<file path="src/rtl/m68k_bus_pkg.sv">
// Shared types and constants for the 68000 bus responder slice.
// Holds the FSM state encoding, the IACK function code, byte-lane constants and the window decode.
package m68k_bus_pkg;

  typedef enum logic [2:0] {
    S_IDLE,
    S_DECODE,
    S_CAPTURE,
    S_ACCESS,
    S_WAIT,
    S_RELEASE,
    S_SKIP
  } state_t;

  localparam logic [2:0] FC_IACK  = 3'b111;

  localparam logic [1:0] BE_NONE  = 2'b00;
  localparam logic [1:0] BE_LOWER = 2'b01;
  localparam logic [1:0] BE_UPPER = 2'b10;
  localparam logic [1:0] BE_WORD  = 2'b11;

  // Word-address window match: only the masked bits have to equal the base.
  function automatic logic addrHit(input logic [22:0] a,
                                   input logic [22:0] base,
                                   input logic [22:0] mask);
    return ((a ^ base) & mask) == 23'd0;
  endfunction

endpackage

</file>
<file path="src/rtl/m68k_sync.sv">
// Two-flop synchronizer for one asynchronous bus strobe, plus a third flop for edge detection.
// The reset value matches the idle level of the strobe, so that leaving reset does not create a false edge.
module m68k_sync #(
  parameter logic RESET_VAL = 1'b1
) (
  input  logic i_clk,
  input  logic i_reset,
  input  logic i_async,
  output logic o_level,
  output logic o_rise,
  output logic o_fall
);

  logic r_meta;
  logic r_sync;
  logic r_prev;

  always_ff @(posedge i_clk) begin
    if (i_reset) begin
      r_meta <= RESET_VAL;
      r_sync <= RESET_VAL;
      r_prev <= RESET_VAL;
    end else begin
      r_meta <= i_async;
      r_sync <= r_meta;
      r_prev <= r_sync;
    end
  end

  assign o_level = r_sync;
  assign o_rise  = r_sync & ~r_prev;
  assign o_fall  = ~r_sync & r_prev;

endmodule

</file>
<file path="src/rtl/m68k_bus_responder.sv">
// Target-side 68000 bus responder. It decodes an address window, runs one backend memory access,
// and ends the 68000 cycle with DTACK_n. If the backend never acknowledges, it ends the cycle with BERR_n.
module m68k_bus_responder
  import m68k_bus_pkg::*;
#(
  parameter logic [23:0] ADDR_BASE   = 24'h200000,
  parameter logic [23:0] ADDR_MASK   = 24'hE00000,
  parameter int unsigned WAIT_CYCLES = 0,
  parameter logic [7:0]  TIMEOUT     = 8'd255
) (
  input  logic        i_pi_clk,
  input  logic        i_reset,
  input  logic [22:0] i_m68k_a,
  input  logic [2:0]  i_m68k_fc,
  input  logic        i_m68k_as_n,
  input  logic        i_m68k_uds_n,
  input  logic        i_m68k_lds_n,
  input  logic        i_m68k_rw,
  input  logic [15:0] i_m68k_d_in,
  output logic [15:0] o_m68k_d_out,
  output logic        o_m68k_d_oe,
  output logic        o_m68k_dtack_n,
  output logic        o_m68k_berr_n,
  output logic        o_mem_req,
  output logic        o_mem_we,
  output logic [22:0] o_mem_addr,
  output logic [1:0]  o_mem_be,
  output logic [15:0] o_mem_wdata,
  input  logic [15:0] i_mem_rdata,
  input  logic        i_mem_ack
);

  localparam logic [22:0] BASE_W       = ADDR_BASE[23:1];
  localparam logic [22:0] MASK_W       = ADDR_MASK[23:1];
  localparam logic [3:0]  WAIT_LAST    = 4'(WAIT_CYCLES);
  localparam logic [7:0]  TIMEOUT_LAST = TIMEOUT - 8'd1;

  logic w_asLevel, w_asRise, w_asFall;
  logic w_udsLevel, w_udsRise, w_udsFall;
  logic w_ldsLevel, w_ldsRise, w_ldsFall;
  logic w_rwLevel, w_rwRise, w_rwFall;
  logic w_unusedEdges;

  m68k_sync u_syncAs  (.i_clk(i_pi_clk), .i_reset(i_reset), .i_async(i_m68k_as_n),
                       .o_level(w_asLevel), .o_rise(w_asRise), .o_fall(w_asFall));
  m68k_sync u_syncUds (.i_clk(i_pi_clk), .i_reset(i_reset), .i_async(i_m68k_uds_n),
                       .o_level(w_udsLevel), .o_rise(w_udsRise), .o_fall(w_udsFall));
  m68k_sync u_syncLds (.i_clk(i_pi_clk), .i_reset(i_reset), .i_async(i_m68k_lds_n),
                       .o_level(w_ldsLevel), .o_rise(w_ldsRise), .o_fall(w_ldsFall));
  m68k_sync u_syncRw  (.i_clk(i_pi_clk), .i_reset(i_reset), .i_async(i_m68k_rw),
                       .o_level(w_rwLevel), .o_rise(w_rwRise), .o_fall(w_rwFall));

  assign w_unusedEdges = ^{w_asRise, w_udsRise, w_udsFall, w_ldsRise, w_ldsFall, w_rwRise, w_rwFall};

  logic [1:0] w_strobeBe;
  logic       w_hit;

  assign w_strobeBe = {~w_udsLevel, ~w_ldsLevel};
  assign w_hit      = addrHit(i_m68k_a, BASE_W, MASK_W) && (i_m68k_fc != FC_IACK);

  state_t      r_state;
  logic [7:0]  r_timeoutCnt;
  logic [3:0]  r_waitCnt;
  logic        r_abort;
  logic [15:0] r_dOut;
  logic        r_dOe;
  logic        r_dtackN;
  logic        r_berrN;
  logic        r_memReq;
  logic        r_memWe;
  logic [22:0] r_memAddr;
  logic [1:0]  r_memBe;
  logic [15:0] r_memWdata;

  // If the master aborts (AS goes high before the ack), the flag is sticky. The backend access still
  // completes, but the cycle is never terminated, even if a new AS arrives meanwhile.
  always_ff @(posedge i_pi_clk) begin
    if (i_reset) begin
      r_state      <= S_IDLE;
      r_timeoutCnt <= 8'd0;
      r_waitCnt    <= 4'd0;
      r_abort      <= 1'b0;
      r_dOut       <= 16'd0;
      r_dOe        <= 1'b0;
      r_dtackN     <= 1'b1;
      r_berrN      <= 1'b1;
      r_memReq     <= 1'b0;
      r_memWe      <= 1'b0;
      r_memAddr    <= 23'd0;
      r_memBe      <= 2'b00;
      r_memWdata   <= 16'd0;
    end else begin
      case (r_state)
        S_IDLE: begin
          if (w_asFall) r_state <= S_DECODE;
        end
        S_DECODE: begin
          if (!w_hit)                    r_state <= S_SKIP;
          else if (w_asLevel)            r_state <= S_IDLE;
          else if (w_strobeBe != BE_NONE) r_state <= S_CAPTURE;
        end
        S_CAPTURE: begin
          r_memAddr    <= i_m68k_a;
          r_memWe      <= ~w_rwLevel;
          r_memBe      <= w_strobeBe;
          r_memWdata   <= i_m68k_d_in;
          r_memReq     <= 1'b1;
          r_timeoutCnt <= 8'd0;
          r_abort      <= 1'b0;
          r_state      <= S_ACCESS;
        end
        S_ACCESS: begin
          if (w_asLevel) r_abort <= 1'b1;
          if (i_mem_ack) begin
            r_memReq  <= 1'b0;
            r_waitCnt <= 4'd0;
            if (r_abort || w_asLevel) begin
              r_state <= S_IDLE;
            end else begin
              if (!r_memWe) r_dOut <= i_mem_rdata;
              r_state <= S_WAIT;
            end
          end else if (r_timeoutCnt == TIMEOUT_LAST) begin
            r_memReq <= 1'b0;
            if (r_abort || w_asLevel) begin
              r_state <= S_IDLE;
            end else begin
              r_berrN <= 1'b0;
              r_state <= S_RELEASE;
            end
          end else begin
            r_timeoutCnt <= r_timeoutCnt + 8'd1;
          end
        end
        S_WAIT: begin
          if (w_asLevel) begin
            r_state <= S_IDLE;
          end else if (r_waitCnt == WAIT_LAST) begin
            r_dtackN <= 1'b0;
            r_dOe    <= ~r_memWe;
            r_state  <= S_RELEASE;
          end else begin
            r_waitCnt <= r_waitCnt + 4'd1;
          end
        end
        S_RELEASE: begin
          if (w_asLevel) begin
            r_dtackN <= 1'b1;
            r_berrN  <= 1'b1;
            r_dOe    <= 1'b0;
            r_state  <= S_IDLE;
          end
        end
        S_SKIP: begin
          if (w_asLevel) r_state <= S_IDLE;
        end
        default: r_state <= S_IDLE;
      endcase
    end
  end

  assign o_m68k_d_out   = r_dOut;
  assign o_m68k_d_oe    = r_dOe;
  assign o_m68k_dtack_n = r_dtackN;
  assign o_m68k_berr_n  = r_berrN;
  assign o_mem_req      = r_memReq;
  assign o_mem_we       = r_memWe;
  assign o_mem_addr     = r_memAddr;
  assign o_mem_be       = r_memBe;
  assign o_mem_wdata    = r_memWdata;

endmodule
</file>
<file path="config.mk">
export PLATFORM = sky130hd
export DESIGN_NAME = m68k_bus_responder
export DESIGN_NICKNAME = d
export VERILOG_FILES = /design/src/rtl/m68k_bus_pkg.sv /design/src/rtl/m68k_sync.sv /design/src/rtl/m68k_bus_responder.sv
export SDC_FILE = /design/constraint.sdc
export NUM_CORES = 1
export LEC_CHECK = 0
export BUFFER_PORTS_ARGS = -buffer_cell sky130_fd_sc_hd__buf_2
export CAP_MARGIN = 25
export CORE_MARGIN = 8
export CORE_UTILIZATION = 45
export CTS_CLUSTER_DIAMETER = 40
export CTS_CLUSTER_SIZE = 8
export DETAILED_ROUTE_END_ITERATION = 6
export GPL_TIMING_DRIVEN = 0
export PLACE_DENSITY = 0.76
export SETUP_SLACK_MARGIN = 0.4
export SYNTH_ARGS = -nofsm -noshare
export SYNTH_HDL_FRONTEND = slang
export SYNTH_HIERARCHICAL = 1
export SYNTH_SLANG_ARGS = --single-unit
export TNS_END_PERCENT = 20
</file>
<file path="constraint.sdc">
create_clock -name i_pi_clk -period 1.94 [get_ports i_pi_clk]
set_clock_uncertainty 0.1 [all_clocks]
set_input_delay 0.388 -clock i_pi_clk [delete_from_list [all_inputs] [get_ports i_pi_clk]]
set_output_delay 0.388 -clock i_pi_clk [all_outputs]
set_load 0.03 [all_outputs]
</file>
==> summary.txt <==
Outcome
  • Status: complete, no violations

Setup path
  • Worst stage delay on the critical path: 0.40 ns
  • Required @ worst endpoint: 2.08 ns
  • Worst path bufs/invs: 1
  • CP Launch Type: register
  • Worst path top cell family by delay: compound AO/OA/AOI/OAI gates
  • CP endpoint kind: register
  • Worst EP arrival: 2.08 ns
  • FF-to-FF setup slack: 0.002 ns
  • Origin of the critical flop-to-flop path: r_waitCnt[0]
  • Crit Path Max Fanout: 5
  • Crit Path Category: register to register
  • Reg-to-Reg End: r_state[1]
  • Crit-path cells: inv_2 -> ha_4 -> or3b_4 -> o211ai_1 -> o2111a_2 -> mux2_4
  • Slowest-stage cell, CP: or3b_4
  • Depth of the most critical reg-to-reg path: 6

Clock tree
  • CTS Root Cell: clkbuf_8
  • Clock slew at reported path FFs: 0.08 ns
  • TritonCTS buffer count: 9
  • Clock H-tree levels: 3
  • TritonCTS clock tree: done
  • Deepest clock path buffer count: 2
  • Sink Count: 87
  • Cts hold-fix bufs: 0
  • Clk_lat worst skew: 0.36 ns

Layout
  • Fin area: 4810 sq um
  • Layout area overhead: 39.6%
  • Final Net Count: 620
  • Number of diodes: 0
  • Final Core Density: 63.5%
  • Share of cells above drive strength 1: 38.2%

Hold path
  • Worst Hold Path Cells: 2
  • Hold EP: u_syncUds/r_meta
  • Worst Hold Class: primary input to register
  • Min-delay src: i_m68k_uds_n

Power
  • Leakage: 0.00220 uW
  • Total power: 4220 uW
  • Pwr/cell area: 877 nW/um^2
  • VDD IR max: 435 uV

Die
  • Die Y-Extent: 103 um
  • Die Width: 103 um
  • FP Rows: 32
  • DIE AREA: 10700 sq um
  • Initial core utilization: 45.5%
  • Number of I/O pins: 127
  • Core area: 7570 sq um

Placement
  • Dpl hpwl: 6.81 mm
  • GP Congestion: 0.824
  • Place WS: -0.105 ns
  • PortBufs: 126
  • DP Area: 4250 sq um

Global routing
  • Largest net degree at the start of global routing: 15
  • First-pass GRT wire length: 13.6 mm
  • Tot GR Track Use: 16.2%
  • GR Overflow Total: 0
  • Initial antenna violation count: 0
  • Vias in the first global route: 2999

STA
  • Hold Fails Final Rpt: 0
  • Fmax: 0.516 GHz
  • Worst-Margin Slew: 0.502 ns
  • Final min period: 1.94 ns
  • Slew Viols, Final: 0
  • Final period util: 99.9%
  • Hold Slack: 0.111 ns
  • RSZ-0062 raised after global routing: true
  • Fin worst setup slack: 0.00229 ns
  • Rel. slew slack: 66.5%
  • Final setup violation count: 0

Route
  • Residual DRC count: 0
  • Routed WL: 9.52 mm
  • Starting DRT DRC Count: 241
  • Vias per cell: 4.99
  • Drt first pass iters: 5
  • Wire per inst: 14.5 um
  • Via count: 3278
  • Final antenna-violating net count: 0

Yosys
  • Syn Nets: 467
  • Synthesized area: 3440 sq um
  • Avg Synthesized Cell Area: 8.65 sq um
  • Ys Warns: 6
  • Syn Inst Count: 398

Job
  • Max_cap viols: 0
-- routing by layer --
metal | vias to the layer above | part of all wire [%] | global-route usage, % | routed length [um]
met1 | 1502 | 40 | 19.7 | 3810
li1 | 1656 | - | - | -
met3 | 15 | 7.8 | 4.08 | 744
met4 | 0 | 2.0 | 7.34 | 195
met5 | - | 0 | 0 | 0
met2 | 105 | 50 | 26.2 | 4770
-- registers in the layout (all words and copies together), names as in the netlist, 2 cells and up --
signal	cells
o_mem_wdata	16
r_timeoutCnt	8
o_m68k_d_out	16
r_waitCnt	4
o_mem_be	2
r_state	3
o_mem_addr	23
-- metrics by stage --
step	TNS, ns	instances
final	0	657
after global routing	-0.0953	657
after CTS	0	644
after detailed placement	-1.73	626
after global placement	-1.03	626
after floorplan	0	398
-- report_power, final --
group	total [uW]	leakage (uW)	internal (uW)	switching (uW)
registers	1940	0.000708	1880	60.4
clock network	1390	0.000112	756	634
logic	881	0.00138	359	522
-- worst register-to-register path, cell delays in order (launching register included) --
cell	delay, ns
dfxtp_2	0.36
inv_2	0.07
ha_4	0.12
or3b_4	0.40
o211ai_1	0.22
o2111a_2	0.26
mux2_4	0.30
-- how the worst max path moves through the flow --
stage	startpoint	to	slack [ns]	depth (start not counted)
2_1_floorplan	r_timeoutCnt[0]	r_timeoutCnt[7]	0.15	6
3_3_place_gp	r_state[2]	o_mem_addr[1]	-0.05	6
3_5_place_dp	r_state[2]	o_mem_addr[6]	-0.11	6
4_1_cts	r_state[0]	r_waitCnt[2]	0.06	5
5_1_grt	r_waitCnt[0]	r_state[1]	-0.09	6
6_report	r_waitCnt[0]	r_state[1]	0.002	6
-- area by class of cell --
cell class / instances / area [sq um]
Buffer: 26 / 229
Multi-Input combinational cell: 279 / 1680
Tap cell: 102 / 128
Sequential cell: 87 / 1750
Clock inverter: 5 / 82.6
Inverter: 6 / 22.5
Clock buffer: 10 / 138
Timing Repair Buffer: 142 / 776
Fill cell: 631 / 2760
-- timing repair --
action                                  4_1_cts  5_1_grt
pin swaps                                     3       11
cloned                                        0        1
setup buffers                                 3       12
resized for setup                            15       59
endpoints found under the setup margin       77       77
-- placed cells by master (no fill, tap or decap), drive strengths merged, types with 2 or more instances in the layout --
master     n
o31ai      2
dfxtp     87
a31oi      2
or4b       3
buf      153
o21ai      7
nand2     91
ha         4
clkinv     3
nand3      5
o211ai     2
and3       2
or3b       4
clkbuf    25
mux2i     21
or3        6
a21boi     2
nand4b     2
o2111ai    2
nor3       4
a21oi     53
a211oi     4
nor3b      3
inv        6
or2        9
nor2      29
bufinv     2
nor2b      3
Power figures use the tool's default switching activity.
